**config.mk**
```make
export PLATFORM = sky130hd
export DESIGN_NAME = vga_timing_gen
export DESIGN_NICKNAME = d
export VERILOG_FILES = /design/src/rtl/vga_timing_pkg.sv /design/src/rtl/sync_delay_line.sv /design/src/rtl/vga_timing_gen.sv
export SDC_FILE = /design/constraint.sdc
export NUM_CORES = 1
export LEC_CHECK = 0
export CAP_MARGIN = 10
export CORE_MARGIN = 2
export CORE_UTILIZATION = 40
export CTS_CLUSTER_DIAMETER = 200
export CTS_CLUSTER_SIZE = 40
export DETAILED_ROUTE_END_ITERATION = 8
export GPL_TIMING_DRIVEN = 0
export HOLD_SLACK_MARGIN = 0.08
export PLACE_DENSITY = 0.68
export SETUP_SLACK_MARGIN = 0.5
export SYNTH_ARGS = -nofsm -noshare
export SYNTH_HDL_FRONTEND = slang
export SYNTH_SLANG_ARGS = --single-unit
export TNS_END_PERCENT = 1
```
**constraint.sdc**
```tcl
create_clock -name vga_clk -period 4.8 [get_ports vga_clk]
set_input_delay 1.44 -clock vga_clk [delete_from_list [all_inputs] [get_ports vga_clk]]
set_output_delay 1.44 -clock vga_clk [all_outputs]
set_load 0.005 [all_outputs]
```
**src/rtl/vga_timing_pkg.sv**
```systemverilog
// Default 640x480@60 timing constants, derived totals and sync window edges.
// Latency: n/a (constants and types only).
// Backpressure: n/a.
package vga_timing_pkg;

   localparam int VGA_H_VISIBLE = 640;
   localparam int VGA_H_FRONT   = 16;
   localparam int VGA_H_SYNC    = 96;
   localparam int VGA_H_BACK    = 48;
   localparam int VGA_V_VISIBLE = 480;
   localparam int VGA_V_FRONT   = 10;
   localparam int VGA_V_SYNC    = 2;
   localparam int VGA_V_BACK    = 33;

   localparam int VGA_H_TOTAL = VGA_H_VISIBLE + VGA_H_FRONT + VGA_H_SYNC + VGA_H_BACK;
   localparam int VGA_V_TOTAL = VGA_V_VISIBLE + VGA_V_FRONT + VGA_V_SYNC + VGA_V_BACK;

   // First and last column/line of the sync pulses (inclusive)
   localparam int VGA_H_SYNC_START = VGA_H_VISIBLE + VGA_H_FRONT;
   localparam int VGA_H_SYNC_END   = VGA_H_SYNC_START + VGA_H_SYNC - 1;
   localparam int VGA_V_SYNC_START = VGA_V_VISIBLE + VGA_V_FRONT;
   localparam int VGA_V_SYNC_END   = VGA_V_SYNC_START + VGA_V_SYNC - 1;

   typedef logic [9:0] coord_t;

   typedef struct packed {
      logic hs;
      logic vs;
      logic blank;
   } sync_t;

   // Idle pattern loaded into the delay line on reset: syncs inactive, video blanked
   localparam sync_t SYNC_RST = '{hs: 1'b1, vs: 1'b1, blank: 1'b0};

endpackage

```
**src/rtl/sync_delay_line.sv**
```systemverilog
// Fixed-depth shift register that realigns sync/blank with pipelined RGB.
// Latency: DEPTH clocks (DEPTH=0 is a combinational pass-through).
// Backpressure: none; shifts every clock, reset loads RST_VAL into every stage.
module sync_delay_line #(
   parameter int                 WIDTH   = 3,
   parameter int                 DEPTH   = 2,
   parameter logic [WIDTH-1:0]   RST_VAL = '0
) (
   input  logic             vga_clk,
   input  logic             reset,
   input  logic [WIDTH-1:0] din,
   output logic [WIDTH-1:0] dout
);

   generate
      if (DEPTH == 0) begin : g_pass
         // Clock and reset have no purpose without stages
         logic unused_ctrl;
         assign unused_ctrl = vga_clk ^ reset;
         assign dout = din;
      end else begin : g_pipe
         logic [WIDTH-1:0] stage [DEPTH];

         // Shift one stage per clock; reset flushes all stages to the idle pattern
         always_ff @(posedge vga_clk) begin
            if (reset) begin
               for (int i = 0; i < DEPTH; i++) stage[i] <= RST_VAL;
            end else begin
               stage[0] <= din;
               for (int i = 1; i < DEPTH; i++) stage[i] <= stage[i-1];
            end
         end

         assign dout = stage[DEPTH-1];
      end
   endgenerate

endmodule

```
**src/rtl/vga_timing_gen.sv**
```systemverilog
// VGA raster generator: pixel/line counters, active-low syncs, active-video flag, delayed copies.
// Latency: hs/vs/blank valid with DrawX/DrawY; *_d outputs lag by PIPE_DELAY clocks.
// Backpressure: none, free-running. Optional macro VGA_FRAME_COUNT_EN enables frame_count.
module vga_timing_gen
   import vga_timing_pkg::*;
#(
   parameter int H_VISIBLE  = VGA_H_VISIBLE,
   parameter int H_FRONT    = VGA_H_FRONT,
   parameter int H_SYNC     = VGA_H_SYNC,
   parameter int H_BACK     = VGA_H_BACK,
   parameter int V_VISIBLE  = VGA_V_VISIBLE,
   parameter int V_FRONT    = VGA_V_FRONT,
   parameter int V_SYNC     = VGA_V_SYNC,
   parameter int V_BACK     = VGA_V_BACK,
   parameter int PIPE_DELAY = 2
) (
   input  logic        vga_clk,
   input  logic        reset,
   output logic [9:0]  DrawX,
   output logic [9:0]  DrawY,
   output logic        blank,
   output logic        hs,
   output logic        vs,
   output logic        hs_d,
   output logic        vs_d,
   output logic        blank_d,
   output logic        frame_start,
   output logic [15:0] frame_count
);

   localparam int H_TOTAL = H_VISIBLE + H_FRONT + H_SYNC + H_BACK;
   localparam int V_TOTAL = V_VISIBLE + V_FRONT + V_SYNC + V_BACK;

   localparam coord_t H_LAST     = coord_t'(H_TOTAL - 1);
   localparam coord_t V_LAST     = coord_t'(V_TOTAL - 1);
   localparam coord_t H_ACT      = coord_t'(H_VISIBLE);
   localparam coord_t V_ACT      = coord_t'(V_VISIBLE);
   localparam coord_t HS_FIRST   = coord_t'(H_VISIBLE + H_FRONT);
   localparam coord_t HS_LAST    = coord_t'(H_VISIBLE + H_FRONT + H_SYNC - 1);
   localparam coord_t VS_FIRST   = coord_t'(V_VISIBLE + V_FRONT);
   localparam coord_t VS_LAST    = coord_t'(V_VISIBLE + V_FRONT + V_SYNC - 1);

   // Counters are 10 bits wide, so neither total may exceed 1024
   generate
      if (H_TOTAL > 1024 || V_TOTAL > 1024) begin : g_bad_total
         $fatal(1, "vga_timing_gen: H_TOTAL/V_TOTAL exceed 10-bit counter range");
      end
      if (PIPE_DELAY < 0 || PIPE_DELAY > 7) begin : g_bad_delay
         $fatal(1, "vga_timing_gen: PIPE_DELAY must be 0..7");
      end
   endgenerate

   coord_t x_nxt;
   coord_t y_nxt;
   logic   hs_nxt;
   logic   vs_nxt;
   logic   blank_nxt;
   logic   at_frame_end;
   sync_t  dly_sync;

   // Next raster position and the sync/blank decode of that position
   always_comb begin
      x_nxt        = DrawX + 10'd1;
      y_nxt        = DrawY;
      at_frame_end = (DrawX == H_LAST) && (DrawY == V_LAST);
      if (DrawX == H_LAST) begin
         x_nxt = '0;
         y_nxt = (DrawY == V_LAST) ? '0 : DrawY + 10'd1;
      end
      hs_nxt    = !((x_nxt >= HS_FIRST) && (x_nxt <= HS_LAST));
      vs_nxt    = !((y_nxt >= VS_FIRST) && (y_nxt <= VS_LAST));
      blank_nxt = (x_nxt < H_ACT) && (y_nxt < V_ACT);
   end

   // Register position with its decode so both describe the same pixel
   always_ff @(posedge vga_clk) begin
      if (reset) begin
         DrawX       <= '0;
         DrawY       <= '0;
         hs          <= 1'b1;
         vs          <= 1'b1;
         blank       <= 1'b1;
         frame_start <= 1'b0;
      end else begin
         DrawX       <= x_nxt;
         DrawY       <= y_nxt;
         hs          <= hs_nxt;
         vs          <= vs_nxt;
         blank       <= blank_nxt;
         frame_start <= at_frame_end;
      end
   end

   sync_delay_line #(
      .WIDTH   (3),
      .DEPTH   (PIPE_DELAY),
      .RST_VAL (SYNC_RST)
   ) u_sync_delay (
      .vga_clk (vga_clk),
      .reset   (reset),
      .din     ({hs, vs, blank}),
      .dout    (dly_sync)
   );

   assign hs_d    = dly_sync.hs;
   assign vs_d    = dly_sync.vs;
   assign blank_d = dly_sync.blank;

`ifdef VGA_FRAME_COUNT_EN
   // Count completed frames for sprite animation; wraps naturally at 16 bits
   always_ff @(posedge vga_clk) begin
      if (reset) begin
         frame_count <= '0;
      end else if (frame_start) begin
         frame_count <= frame_count + 16'd1;
      end
   end
`else
   assign frame_count = '0;
`endif

endmodule
```
==> results_dict.tcl <==
set metrics [dict create \
    path_buf_inv 1 \
    combinationalPowerShare 0.056 \
    max-vdd-ir-drop_v 0.000129 \
    cts_inserted_buffers 5 \
    start_util 0.413 \
    gp_congestion 0.870 \
    area_growth_pct 29.5 \
    worst_skew_pair.late_latency_ns 0.28 \
    drt_first_iter_violations 48 \
    setup_ws_ns 2.04 \
    tns_ns 0 \
    hold_viol 0 \
    cap_violations 0 \
    synth.cell_area_um2 1640 \
    worst_r2r_endpoint "vs" \
    overflow 0 \
    startpoint_type "flop" \
    cp_slowest_cell "clkdlybuf4s50_1" \
    critPathCaptureType "output pin" \
    antenna_found_initial 0 \
    hold_path_class "reg2reg" \
    async_flop_share 0 \
    m1WireLength_mm 1.59 \
    viasPerCell 4.88 \
    yosysTopAreaCellShare 0.366 \
    worst-path-stages 1 \
    ys.flop_type "dfxtp_1" \
    synth_edf_count 0 \
    place_ws_ns 2.14 \
    setup_viol 0 \
    rr_worst_depth 6 \
    die_h_um 68.0 \
    n_fill_cell 386 \
    ioPinCount 45 \
    core_area_um2 3970 \
    htreeDepth 2 \
    crit_chain "clkdlybuf4s50_1" \
    rsz0062_at_grt "no" \
    die_w_um 68.0 \
    drv_slew 0 \
    timing.fmax_ghz 0.363 \
    synth-seq-area-share 0.366 \
    yosysWarnings 0 \
    r2r_setup_slack_ns 2.34 \
    rr_startpoint "DrawX[0]" \
    critPathTopFamily "buffers and inverters" \
    p_leak_uw 0.000792 \
    worstSetupPathType "reg2out" \
    final.period_utilization 0.575 \
    cts_root_buffer "clkbuf_8" \
    swShare 0.229 \
    firstDrtPassIters 4 \
    min_from "u_sync_delay.g_pipe.stage[0][2]" \
    worstHoldEndpoint "u_sync_delay.g_pipe.stage[0][5]" \
    fin_crit_ns 2.76 \
    intPower_uw 383 \
    dp_hpwl_mm 2.50 \
    drc_errors 0 \
    drtAntennaViolNets 0 \
    status "finished clean" \
    crit_arrival_ns 1.32 \
    ys_types 45 \
    num_vias 1409 \
    power_switching_uw 114 \
    wl_met3_um 273 \
    dieArea_um2 4630 \
    cts.sinks 30 \
    cts_resized 0 \
    grt_pass1_wl_mm 5.64 \
    top_layer "met4" \
    finClkSkew_ns 0.00722 \
    nets 244 \
    path_clk_slew_ns 0.06 \
    layout.cells.most_common "dfxtp_1" \
    sequentialPowerShare 0.514 \
    yosys.area.top_type "dfxtp_1" \
    critPathMaxStageDelay_ns 0.56 \
    wl_per_cell_um 11.8 \
    portBuffers 27 \
    worstMarginPinSlew_ns 0.763 \
    hold_slack_ns 0.411 \
    power.density_nw_per_um2 234 \
    met2_length_mm 1.49 \
    grt_pass1_vias 1238 \
    path_max_fanout 7 \
    synthTopCellsByArea "dfxtp_1 37%, buf_4 7.3%, xor2_1 4.3%, nor2_1 4.1%, xnor2_1 3.7%" \
    syn_inst 189 \
    drive_above_1_share 0.163 \
    min_path_cells 1 \
    slew_headroom 0.487 \
    power_frac_clock 0.430 \
    syn_area_per_cell_um2 8.68 \
    cp_data_required_time_ns 3.36 \
    grt_max_degree 11 \
    grt_usage 0.161 \
    final_cell_mix "30 x dfxtp_1, 27 x clkdlybuf4s50_1, 18 x nor2_1" \
    cts_tree "done" \
    cts_hold_buf 0 \
    routed_wl_mm 3.41 \
    diodes 0 \
    post-cts-setup-buffer-count 0 \
    cts_max_path_buffers 2 \
    ys_ff_latch 30 \
    core.rowCount 23 \
]
==> final cells by class <==
| class | instances | area (um2) | share of cell area |
|---|---|---|---|
| clock buffer | 6 | 82.6 | 0.0389 |
| multi-input combinational | 141 | 895 | 0.421 |
| inverter | 7 | 26.3 | 0.0124 |
| clock inverter | 2 | 12.5 | 0.00589 |
| sequential | 30 | 601 | 0.283 |
| tap | 50 | 62.6 | 0.0294 |
| buffer | 26 | 175 | 0.0824 |
| timing repair buffer | 27 | 270 | 0.127 |
==> flip-flops by register name (all words and copies together) (netlist names) <==
signal	flops
DrawX	10
DrawY	10
blank	1
frame_start	1
hs	1
u_sync_delay.g_pipe.stage	6
vs	1
==> synth_stat cells, types with 2 or more instances <==
master    instances
nor2b_1           4
nor4_1            2
nand3_1          12
xor2_1            8
buf_6             2
nor2_1           18
buf_2             2
nor3_1            7
inv_1             7
dfxtp_1          30
or2_2             5
xnor2_1           7
nand2_1           9
and2_1            6
a31oi_1           3
ha_1              4
o31ai_1           3
nand4_1           6
and4_1            3
buf_4            16
clkbuf_1          6
o21ai_0           5
nand2b_1          2
==> how the worst max path moves through the flow <==
stage                     endpoint  slack (ns)  startpoint
after global placement       blank        2.17       reset
after detailed placement     blank        2.14       reset
final                     DrawY[7]        2.04    DrawY[7]
after CTS                 DrawY[7]        2.04    DrawY[7]
after floorplan              blank        2.42       reset
after global routing      DrawX[4]        1.99    DrawX[4]
==> kinds of logic (layout without fill, tap and decap cells) <==
family	after synthesis	in the layout	synth area share
buffers and inverters	33	68	0.123
other	1	16	0.00229
adders and majority gates	4	4	0.0305
DFF	30	30	0.366
and+or+nand+nor	82	82	0.275
muxes	1	1	0.00686
xor gates and xnor gates	15	15	0.0801
AOI/OAI and AO/OA	23	23	0.116
==> metrics by stage <==
stage,utilization,instance area (um2),total power (uW),instances
after floorplan,-,1700,280,204
after global placement,0.511,2030,288,281
after detailed placement,0.511,2030,288,281
after CTS,0.535,2120,502,289
after global routing,0.535,2120,519,289
final,0.535,2120,496,289
==> power groups by stage <==
stage	clock (uW)	sequential (uW)	combinational (uW)
3_5_place_dp	0	261	27.6
4_1_cts	219	255	27.6
5_1_grt	230	256	32.3
2_1_floorplan	0	261	19.8
3_3_place_gp	0	261	27.1
6_report	213	255	27.8
==> per-layer routing <==
layer,global-route usage,up-vias
li1,-,725
met1,0.212,623
met2,0.251,56
met3,0.0362,5
met4,0.0675,0
met5,0,-
(Power assumes the default switching activity.)
